`config.mk`:
```
export PLATFORM = sky130hd
export DESIGN_NAME = bft_leaf_interface
export DESIGN_NICKNAME = d
export VERILOG_FILES = /design/src/rtl/bft_pkg.sv /design/src/rtl/bft_sync_fifo.sv /design/src/rtl/bft_leaf_interface.sv
export SDC_FILE = /design/constraint.sdc
export NUM_CORES = 1
export LEC_CHECK = 0
export CORE_ASPECT_RATIO = 1.2
export CORE_MARGIN = 10
export CORE_UTILIZATION = 44
export CTS_CLUSTER_SIZE = 24
export DETAILED_ROUTE_END_ITERATION = 7
export PLACE_DENSITY = 0.72
export SYNTH_ARGS = -nofsm -noshare
export SYNTH_HDL_FRONTEND = slang
export SYNTH_SLANG_ARGS = --single-unit
```
`constraint.sdc`:
```
create_clock -name clk -period 41.2 [get_ports clk]
set_input_delay 6.18 -clock clk [delete_from_list [all_inputs] [get_ports clk]]
set_output_delay 6.18 -clock clk [all_outputs]
set_load 0.005 [all_outputs]
```
`src/rtl/bft_pkg.sv`:
```
// Shared definitions for the BFT leaf interface.
// Packet layout (MSB..LSB): {valid, dest[addr_w-1:0], payload[payload_sz-1:0]}.
// Width helpers are functions so that parameterised modules can size their
// ports from their own parameters. The default-sized constants and the
// packet typedef describe the 8-leaf, 32-bit-payload configuration.
package bft_pkg;

  function automatic int unsigned addr_width(input int unsigned num_leaves);
    return (num_leaves < 2) ? 1 : $clog2(num_leaves);
  endfunction

  function automatic int unsigned packet_width(input int unsigned num_leaves,
                                               input int unsigned payload_sz);
    return 1 + addr_width(num_leaves) + payload_sz;
  endfunction

  // Field positions for an arbitrary configuration.
  function automatic int unsigned valid_bit(input int unsigned num_leaves,
                                            input int unsigned payload_sz);
    return packet_width(num_leaves, payload_sz) - 1;
  endfunction

  function automatic int unsigned dest_hi(input int unsigned num_leaves,
                                          input int unsigned payload_sz);
    return payload_sz + addr_width(num_leaves) - 1;
  endfunction

  function automatic int unsigned dest_lo(input int unsigned payload_sz);
    return payload_sz;
  endfunction

  // Default configuration constants.
  localparam int unsigned NUM_LEAVES_DEF = 8;
  localparam int unsigned PAYLOAD_SZ_DEF = 32;
  localparam int unsigned ADDR_W         = addr_width(NUM_LEAVES_DEF);
  localparam int unsigned P_SZ           = packet_width(NUM_LEAVES_DEF, PAYLOAD_SZ_DEF);
  localparam int unsigned VALID_BIT      = P_SZ - 1;
  localparam int unsigned DEST_HI        = PAYLOAD_SZ_DEF + ADDR_W - 1;
  localparam int unsigned DEST_LO        = PAYLOAD_SZ_DEF;
  localparam int unsigned PAYLOAD_HI     = PAYLOAD_SZ_DEF - 1;
  localparam int unsigned PAYLOAD_LO     = 0;

  typedef struct packed {
    logic                      valid;
    logic [ADDR_W-1:0]         dest;
    logic [PAYLOAD_SZ_DEF-1:0] payload;
  } bft_pkt_t;

endpackage

```
`src/rtl/bft_sync_fifo.sv`:
```
// Single-clock FIFO with first-word-fall-through head.
// Ports:
//   clk, rst     clock, asynchronous active-high reset (FIFO becomes empty)
//   push, din    write request and data (ignored when full)
//   pop          read request (ignored when empty)
//   head         current head entry (valid while !empty)
//   full, empty  status derived from registered pointers
// Pointers carry one extra wrap bit: equal pointers mean empty, equal index
// with differing wrap bits means full.
module bft_sync_fifo #(
  parameter int unsigned width = 8,
  parameter int unsigned depth = 8
) (
  input  logic             clk,
  input  logic             rst,
  input  logic             push,
  input  logic             pop,
  input  logic [width-1:0] din,
  output logic [width-1:0] head,
  output logic             full,
  output logic             empty
);

  localparam int unsigned aw = (depth < 2) ? 1 : $clog2(depth);

  typedef logic [aw:0] ptr_t;

  logic [width-1:0] mem [depth];
  ptr_t             wr_ptr;
  ptr_t             rd_ptr;
  logic             do_push;
  logic             do_pop;

  if ((depth < 2) || ((depth & (depth - 1)) != 0)) begin : g_bad_depth
    $error("bft_sync_fifo: depth must be a power of two and >= 2");
  end

  assign empty   = (wr_ptr == rd_ptr);
  assign full    = (wr_ptr[aw] != rd_ptr[aw]) && (wr_ptr[aw-1:0] == rd_ptr[aw-1:0]);
  assign do_push = push && !full;
  assign do_pop  = pop && !empty;
  assign head    = mem[rd_ptr[aw-1:0]];

  always_ff @(posedge clk or posedge rst) begin
    if (rst) begin
      wr_ptr <= '0;
      rd_ptr <= '0;
      for (int unsigned i = 0; i < depth; i++) begin
        mem[i] <= '0;
      end
    end else begin
      if (do_push) begin
        mem[wr_ptr[aw-1:0]] <= din;
        wr_ptr              <= wr_ptr + ptr_t'(1);
      end
      if (do_pop) begin
        rd_ptr <= rd_ptr + ptr_t'(1);
      end
    end
  end

endmodule

```
`src/rtl/bft_leaf_interface.sv`:
```
// Leaf-side network interface of the BFT.
// TX: user words (din_*) are queued and injected onto bus_o, one packet per
//     cycle, as {1'b1, dest, payload}; bus_o is all-zero when idle.
// RX: packets arriving on bus_i addressed to this leaf are queued for the
//     user (dout_*); packets for other leaves or arriving while the queue is
//     full are dropped and counted (saturating 16-bit counters).
// Ports:
//   clk, reset                      clock, asynchronous active-high reset
//   din_data/din_dest/din_valid     TX word in
//   din_ready                       TX queue can accept
//   bus_o                           packet to the switch
//   bus_i                           packet from the switch (no backpressure)
//   dout_data/dout_valid/dout_ready RX word out (first-word-fall-through)
//   drop_cnt                        RX packets lost to a full queue
//   misroute_cnt                    valid RX packets for another leaf
module bft_leaf_interface
  import bft_pkg::*;
#(
  parameter int unsigned num_leaves = 8,
  parameter int unsigned payload_sz = 32,
  parameter int unsigned addr       = 0,
  parameter int unsigned p_sz       = 1 + $clog2(num_leaves) + payload_sz,
  parameter int unsigned fifo_depth = 8
) (
  input  logic                                clk,
  input  logic                                reset,
  input  logic [payload_sz-1:0]               din_data,
  input  logic [addr_width(num_leaves)-1:0]   din_dest,
  input  logic                                din_valid,
  output logic                                din_ready,
  output logic [p_sz-1:0]                     bus_o,
  input  logic [p_sz-1:0]                     bus_i,
  output logic [payload_sz-1:0]               dout_data,
  output logic                                dout_valid,
  input  logic                                dout_ready,
  output logic [15:0]                         drop_cnt,
  output logic [15:0]                         misroute_cnt
);

  localparam int unsigned addr_w = addr_width(num_leaves);
  localparam int unsigned tx_w   = addr_w + payload_sz;
  localparam int unsigned v_bit  = valid_bit(num_leaves, payload_sz);
  localparam int unsigned d_hi   = dest_hi(num_leaves, payload_sz);
  localparam int unsigned d_lo   = dest_lo(payload_sz);

  localparam logic [addr_w-1:0] my_addr = addr_w'(addr);

  if (p_sz != packet_width(num_leaves, payload_sz)) begin : g_bad_p_sz
    $error("bft_leaf_interface: p_sz must equal 1 + addr_w + payload_sz");
  end

  // ---------------- TX path ----------------
  logic            ready_en;
  logic            tx_full;
  logic            tx_empty;
  logic            tx_push;
  logic [tx_w-1:0] tx_head;

  // Held low through reset and released on the first edge afterwards.
  always_ff @(posedge clk or posedge reset) begin
    if (reset) ready_en <= 1'b0;
    else       ready_en <= 1'b1;
  end

  assign din_ready = ready_en && !tx_full;
  assign tx_push   = din_valid && din_ready;

  bft_sync_fifo #(
    .width (tx_w),
    .depth (fifo_depth)
  ) u_tx_fifo (
    .clk   (clk),
    .rst   (reset),
    .push  (tx_push),
    .pop   (!tx_empty),
    .din   ({din_dest, din_data}),
    .head  (tx_head),
    .full  (tx_full),
    .empty (tx_empty)
  );

  // Injection register: the head is popped and launched every cycle the
  // queue is non-empty, so the bus never carries a stale valid bit.
  always_ff @(posedge clk or posedge reset) begin
    if (reset) begin
      bus_o <= '0;
    end else if (!tx_empty) begin
      bus_o <= {1'b1, tx_head};
    end else begin
      bus_o <= '0;
    end
  end

  // ---------------- RX path ----------------
  logic              rx_valid;
  logic [addr_w-1:0] rx_dest;
  logic              rx_hit;
  logic              rx_full;
  logic              rx_empty;
  logic              rx_push;
  logic              rx_drop;
  logic              rx_misroute;

  assign rx_valid    = bus_i[v_bit];
  assign rx_dest     = bus_i[d_hi:d_lo];
  assign rx_hit      = rx_valid && (rx_dest == my_addr);
  // Full is the pre-edge status: a same-cycle pop does not make room.
  assign rx_push     = rx_hit && !rx_full;
  assign rx_drop     = rx_hit && rx_full;
  assign rx_misroute = rx_valid && (rx_dest != my_addr);

  bft_sync_fifo #(
    .width (payload_sz),
    .depth (fifo_depth)
  ) u_rx_fifo (
    .clk   (clk),
    .rst   (reset),
    .push  (rx_push),
    .pop   (dout_valid && dout_ready),
    .din   (bus_i[payload_sz-1:0]),
    .head  (dout_data),
    .full  (rx_full),
    .empty (rx_empty)
  );

  assign dout_valid = !rx_empty;

  always_ff @(posedge clk or posedge reset) begin
    if (reset) begin
      drop_cnt     <= '0;
      misroute_cnt <= '0;
    end else begin
      if (rx_drop && (drop_cnt != '1)) begin
        drop_cnt <= drop_cnt + 16'd1;
      end
      if (rx_misroute && (misroute_cnt != '1)) begin
        misroute_cnt <= misroute_cnt + 16'd1;
      end
    end
  end

endmodule

```
==> reports/metrics.csv, run 1 <==
metric;value;unit
max cap viols;0;
die extent in y;293;um
Max IR drop VDD;0.0558;mV
Post-Synthesis Cells;1667;
Die X;247;um
DRT Pass-1 Iters;4;
fillers;4969;
number of synthesized flops with an enable pin;0;
Clock Sinks;621;
critical path fanouts, max;41;
final setup violation count;0;
hold crit path type;reg -> reg;
Switch Pwr;0.685;mW
root buffer cell;clkbuf_16;
Core Region;61100;sq um
number of DRC markers in iteration 0;724;
most frequent cells in the layout;dfrtp_1, mux2_2, clkdlybuf4s50_1;
Tmin final;9.74;ns
Slew @ Worst Pin;1.18;ns
Max Freq;103;MHz
Final nets;1919;
Vias;15072;
Synth Flop Type;dfrtp_1;
hold_ws;0.481;ns
distinct cell type count after synthesis;45;
Slowest cell on crit path;dfrtp_4;
GRT overflow;0;
# DRC;0;
Logic pwr share;0.322;
max incr delay on CP;0.80;ns
IO Pins;177;
row count;99;
I/O Buffers;176;
Fin. Hold Viols;0;
Vias/cell;5.58;
Routed WL;60700;um
WL/cell;22.5;um
CP Cell Sequence;buf_4, mux4_2, mux2_2, clkdlybuf4s50_1;
area delta synth->final;17.8;%
Initial Utilization;0.446;
Seq pwr share;0.417;
Die Area;72400;sq um
antenna-violating nets left;0;
Final Slew Violations;0;
initial antenna violation count;5;
kind of critical path;reg -> out;
Sw Share;0.287;
most common cell after layout, fill and taps aside;dfrtp_1;
number of global-route vias before repair;16712;
FFs w/ async S/R, synth;1.00;
Setup Fix Bufs, Post-CTS;0;
Mapped Nets;1748;
global-route wire length before repair;97300;um
status;completed;
synth warn;0;
Worst Path Required;35.02;ns
CTS H-tree depth;3;
Global Route Usage Sum;0.170;
leakage power;14.4;nW
setup repair after global routing missed its margin;no;
slew margin rel.;0.211;
clk slew on worst S/H paths;0.06;ns
post-cts sizing count;0;
GP Congestion;0.740;
register area share after synthesis;0.570;
Power Density;74.4;nW/um^2
layout cells sized above 1;0.451;
Clock Path Buffers;3;
TritonCTS clock tree;built;
final setup skew;0.0207;ns
internal power;1.70;mW
WP data arrival;3.56;ns
pin count of the biggest net entering global routing;199;
area of the mapped netlist;27300;sq um
Num CTS Buffers;66;
Setup crit start kind;flop;
worst-skew pair later-pin latency;0.60;ns
setup_tns;0;ns
DP HPWL;36300;um
CP endpoint kind;output pin;
post-synthesis area per instance;16.4;sq um
Clock Power Share;0.261;
Seq cells post-synth;621;
Final Cycle Share;0.237;
# hold bufs at CTS;0;
## Yosys cell counts, types with 2 or more instances
cell type,count,area (sq um)
nand3b_1,3,22.5
clkbuf_1,26,97.6
and2_1,3,18.8
mux4_2,134,3020
and3_1,6,37.5
xnor2_1,34,298
mux2i_1,35,350
nand4b_1,2,17.5
dfrtp_1,621,15500
nand2_1,17,63.8
nand3_1,21,105
inv_1,5,18.8
nand3b_4,2,40.0
nand4_1,13,81.3
mux2_2,558,6280
nor3_1,3,15.0
and4_1,3,26.3
mux2_1,18,203
nor2_1,45,169
buf_2,41,205
xor2_1,12,105
nor3_2,2,20.0
ha_1,6,75.1
buf_4,3,22.5
nand2b_1,4,25.0
a211oi_1,2,15.0
buf_1,18,67.6
buf_6,12,135
nor3b_4,2,37.5
## per-layer routing
metal,track usage,vias to the layer above,wire [um]
met4,0.0460,6,1050
met1,0.208,8173,24900
met2,0.298,271,31800
li1,-,6547,-
met5,0,-,32
met3,0.0360,75,2920
## critical path: cells and delay by family, from the launching register on
kind	cells	cell delay [ns]
multiplexers	2	0.90
buffers and inverters	2	1.20
flip-flops	1	0.80
## logic make-up (layout without fill, tap and decap cells)
group	Yosys count	in the layout	share of synthesized area
flops	621	621	0.570
compound gates	10	10	0.00376
mux	745	745	0.361
other cells	1	4	0.000138
simple gates	133	133	0.0271
xor+xnor	46	46	0.0148
buf+inv	105	328	0.0201
fa+ha+maj	6	6	0.00275
## sequential cells by signal (all words and copies together), names as in the netlist
name / cells
bus_o: 36
drop_cnt: 16
misroute_cnt: 16
ready_en: 1
u_rx_fifo.mem: 256
u_rx_fifo.rd_ptr: 4
u_rx_fifo.wr_ptr: 4
u_tx_fifo.mem: 280
u_tx_fifo.rd_ptr: 4
u_tx_fifo.wr_ptr: 4
## metrics by stage
step	worst slack (ns)	utilization	std cells	power (mW)	cell area, sq um
floorplan	17.63	-	1667	1.53	27300
global placement	31.93	0.488	2578	1.75	29800
detailed placement	31.85	0.488	2578	1.79	29800
CTS	31.31	0.526	2698	2.42	32100
global route	31.21	0.526	2699	2.53	32100
finish	31.46	0.526	2701	2.39	32100
## cell type report
cell class                 count  area [sq um]  area share
sequential                   621         15600       0.484
multi-input combinational    941         11200       0.350
timing repair buffer         203          1980      0.0616
clock buffer                  96          1970      0.0613
tap                          808          1010      0.0315
clock inverter                24           343      0.0107
inverter                       5          26.3    0.000818
antenna                        3          7.51    0.000234
## power groups by stage
stage / Sequential [mW] / Clock (mW) / Combinational [mW]
final: 0.996 / 0.624 / 0.770
after global routing: 1.03 / 0.664 / 0.836
after CTS: 0.997 / 0.640 / 0.788
after detailed placement: 1.01 / 0 / 0.784
after global placement: 0.988 / 0 / 0.765
after floorplan: 0.939 / 0 / 0.587
## final timing paths
path | startpoint | endpoint | slack (ns) | depth (start not counted)
setup / recovery | u_rx_fifo.rd_ptr[0] | dout_data[28] | 31.46 | 4
hold / removal | u_rx_fifo.mem[155] | u_rx_fifo.mem[155] | 0.48 | 1
setup reg to reg | u_rx_fifo.rd_ptr[0] | u_rx_fifo.mem[39] | 37.21 | 7
hold reg to reg | u_rx_fifo.mem[155] | u_rx_fifo.mem[155] | 0.48 | 1
max in group asynchronous | reset | u_rx_fifo.mem[144] | 32.59 | 4
min in group asynchronous | reset | misroute_cnt[6] | 6.07 | 2
Power figures use the tool's default switching activity.
==> run 2, diff against run 1 <==
Settings changed: PLACE_DENSITY 0.72 to 0.75.
Clock period 41.2 ns to 8.85 ns, I/O delays scaled along.
==> run 2 against run 1 <==
Critical path depth unchanged. Clock skew decreased by 0.00070 ns. Setup slack got worse by 28 ns. Clock power increased to 4.4 times the previous value. Hold slack improved by 0.0059 ns. Critical path type unchanged. Highest routed layer unchanged.
==> reports/metrics.csv, run 2 (synthesized netlist as in run 1, its figures left out) <==
metric;value;unit
status;completed;
Vias;14997;
die extent in y;293;um
kind of critical path;reg -> out;
max incr delay on CP;0.88;ns
most frequent cells in the layout;dfrtp_1, mux2_2, clkdlybuf4s50_1;
TritonCTS clock tree;built;
Routed WL;61000;um
fin worst setup slack;3.88;ns
leakage power;14.3;nW
CP Cell Sequence;buf_4, mux4_2, mux2_2, clkdlybuf4s50_1;
# DRC;0;
Power Density;343;nW/um^2
layout cells sized above 1;0.451;
DRT Pass-1 Iters;4;
Worst Path Required;7.52;ns
CP endpoint kind;output pin;
Clock Sinks;621;
worst reg2reg path depth;6;
pin count of the biggest net entering global routing;198;
# hold bufs at CTS;0;
max cap viols;0;
Initial Utilization;0.446;
R2R Path End;u_tx_fifo.mem[118];
Setup Fix Bufs, Post-CTS;0;
max FFs per register;280;
CTS H-tree depth;3;
GRT overflow;0;
Largest Register;u_tx_fifo.mem;
most common cell after layout, fill and taps aside;dfrtp_1;
Vias/cell;5.57;
pre-CTS setup slack;4.29;ns
WP data arrival;3.65;ns
root buffer cell;clkbuf_16;
Hold Path Depth;1;
Hold Crit Start;u_rx_fifo.wr_ptr[3];
area delta synth->final;17.2;%
final setup violation count;0;
Slew @ Worst Pin;1.19;ns
Fin. Hold Viols;0;
Layout Cells excl Fill;2694;
Final nets;1918;
Clock Path Buffers;3;
global-route wire length before repair;97000;um
post-cts sizing count;0;
Final Slew Violations;0;
Tmin final;4.97;ns
worst reg2reg startpoint;u_tx_fifo.rd_ptr[1];
hold crit path type;reg -> reg;
area of the multi-input gates;11200;sq um
Core Region;61100;sq um
fillers;4941;
Max Freq;201;MHz
final setup skew;0.0200;ns
setup repair after global routing missed its margin;no;
worst-case hold path end point;u_rx_fifo.wr_ptr[3];
clk slew on worst S/H paths;0.06;ns
hold_ws;0.487;ns
antenna-violating nets left;0;
Die X;247;um
row count;99;
GP Congestion;0.759;
Setup crit start kind;flop;
number of DRC markers in iteration 0;634;
slew margin rel.;0.205;
Final Cycle Share;0.562;
overall power;11.0;mW
number of global-route vias before repair;16732;
Global Route Usage Sum;0.169;
Placed Cells;2577;
IO Pins;177;
Max IR drop VDD;0.229;mV
Slowest cell on crit path;dfrtp_4;
WL/cell;22.6;um
biggest regs;u_tx_fifo.mem: 280 flops, u_rx_fifo.mem: 256 flops, bus_o: 36 flops;
initial antenna violation count;4;
Num CTS Buffers;66;
worst-skew pair later-pin latency;0.60;ns
Seq. cell area;15600;sq um
r2r setup slk;5.04;ns
I/O Buffers;176;
DP HPWL;37000;um
Die Area;72400;sq um
critical path fanouts, max;35;
## run 2: through the flow
stage | util | instance area (sq um) | setup TNS (ns)
after detailed placement | 0.488 | 29800 | 0
final | 0.523 | 32000 | 0
after floorplan | - | 27300 | -592.72
after CTS | 0.523 | 31900 | 0
after global placement | 0.488 | 29800 | 0
after global routing | 0.523 | 31900 | 0
## run 2: report_power, final
part	total (mW)	internal, mW	switching (mW)
Combinational	3.62	2.23	1.39
Sequential	4.63	3.95	0.677
Clock	2.72	1.59	1.13
## run 2: layer usage
layer | track usage | share of wire
met2 | 0.308 | 0.53
met5 | 0 | 0.0010
met1 | 0.198 | 0.41
met3 | 0.0324 | 0.042
met4 | 0.0500 | 0.018
## run 2: worst max-delay path by stage
stage                              end                start  cells after the start
finish                   dout_data[24]  u_rx_fifo.rd_ptr[0]                      4
global route             dout_data[25]  u_rx_fifo.rd_ptr[0]                      4
CTS                       dout_data[1]  u_rx_fifo.rd_ptr[0]                      4
detailed placement   u_rx_fifo.mem[84]            bus_i[34]                      7
global placement    u_rx_fifo.mem[210]            bus_i[34]                      5
floorplan                     bus_o[0]                reset                      1
## run 2: cell type report
cell class                      instances  share of cell area
Clock buffer                           93              0.0605
Tap cell                              808              0.0316
Inverter                                5            0.000705
Clock inverter                         22             0.00638
Sequential cell                       621               0.487
Timing Repair Buffer                  202              0.0624
Multi-Input combinational cell        941               0.351
Antenna cell                            2            0.000157
## run 2: worst max-delay path: cells and delay by family, from the launching register on
family,cells,cell delay [ns]
muxes,2,0.93
DFF,1,0.88
buffers and inverters,2,1.20
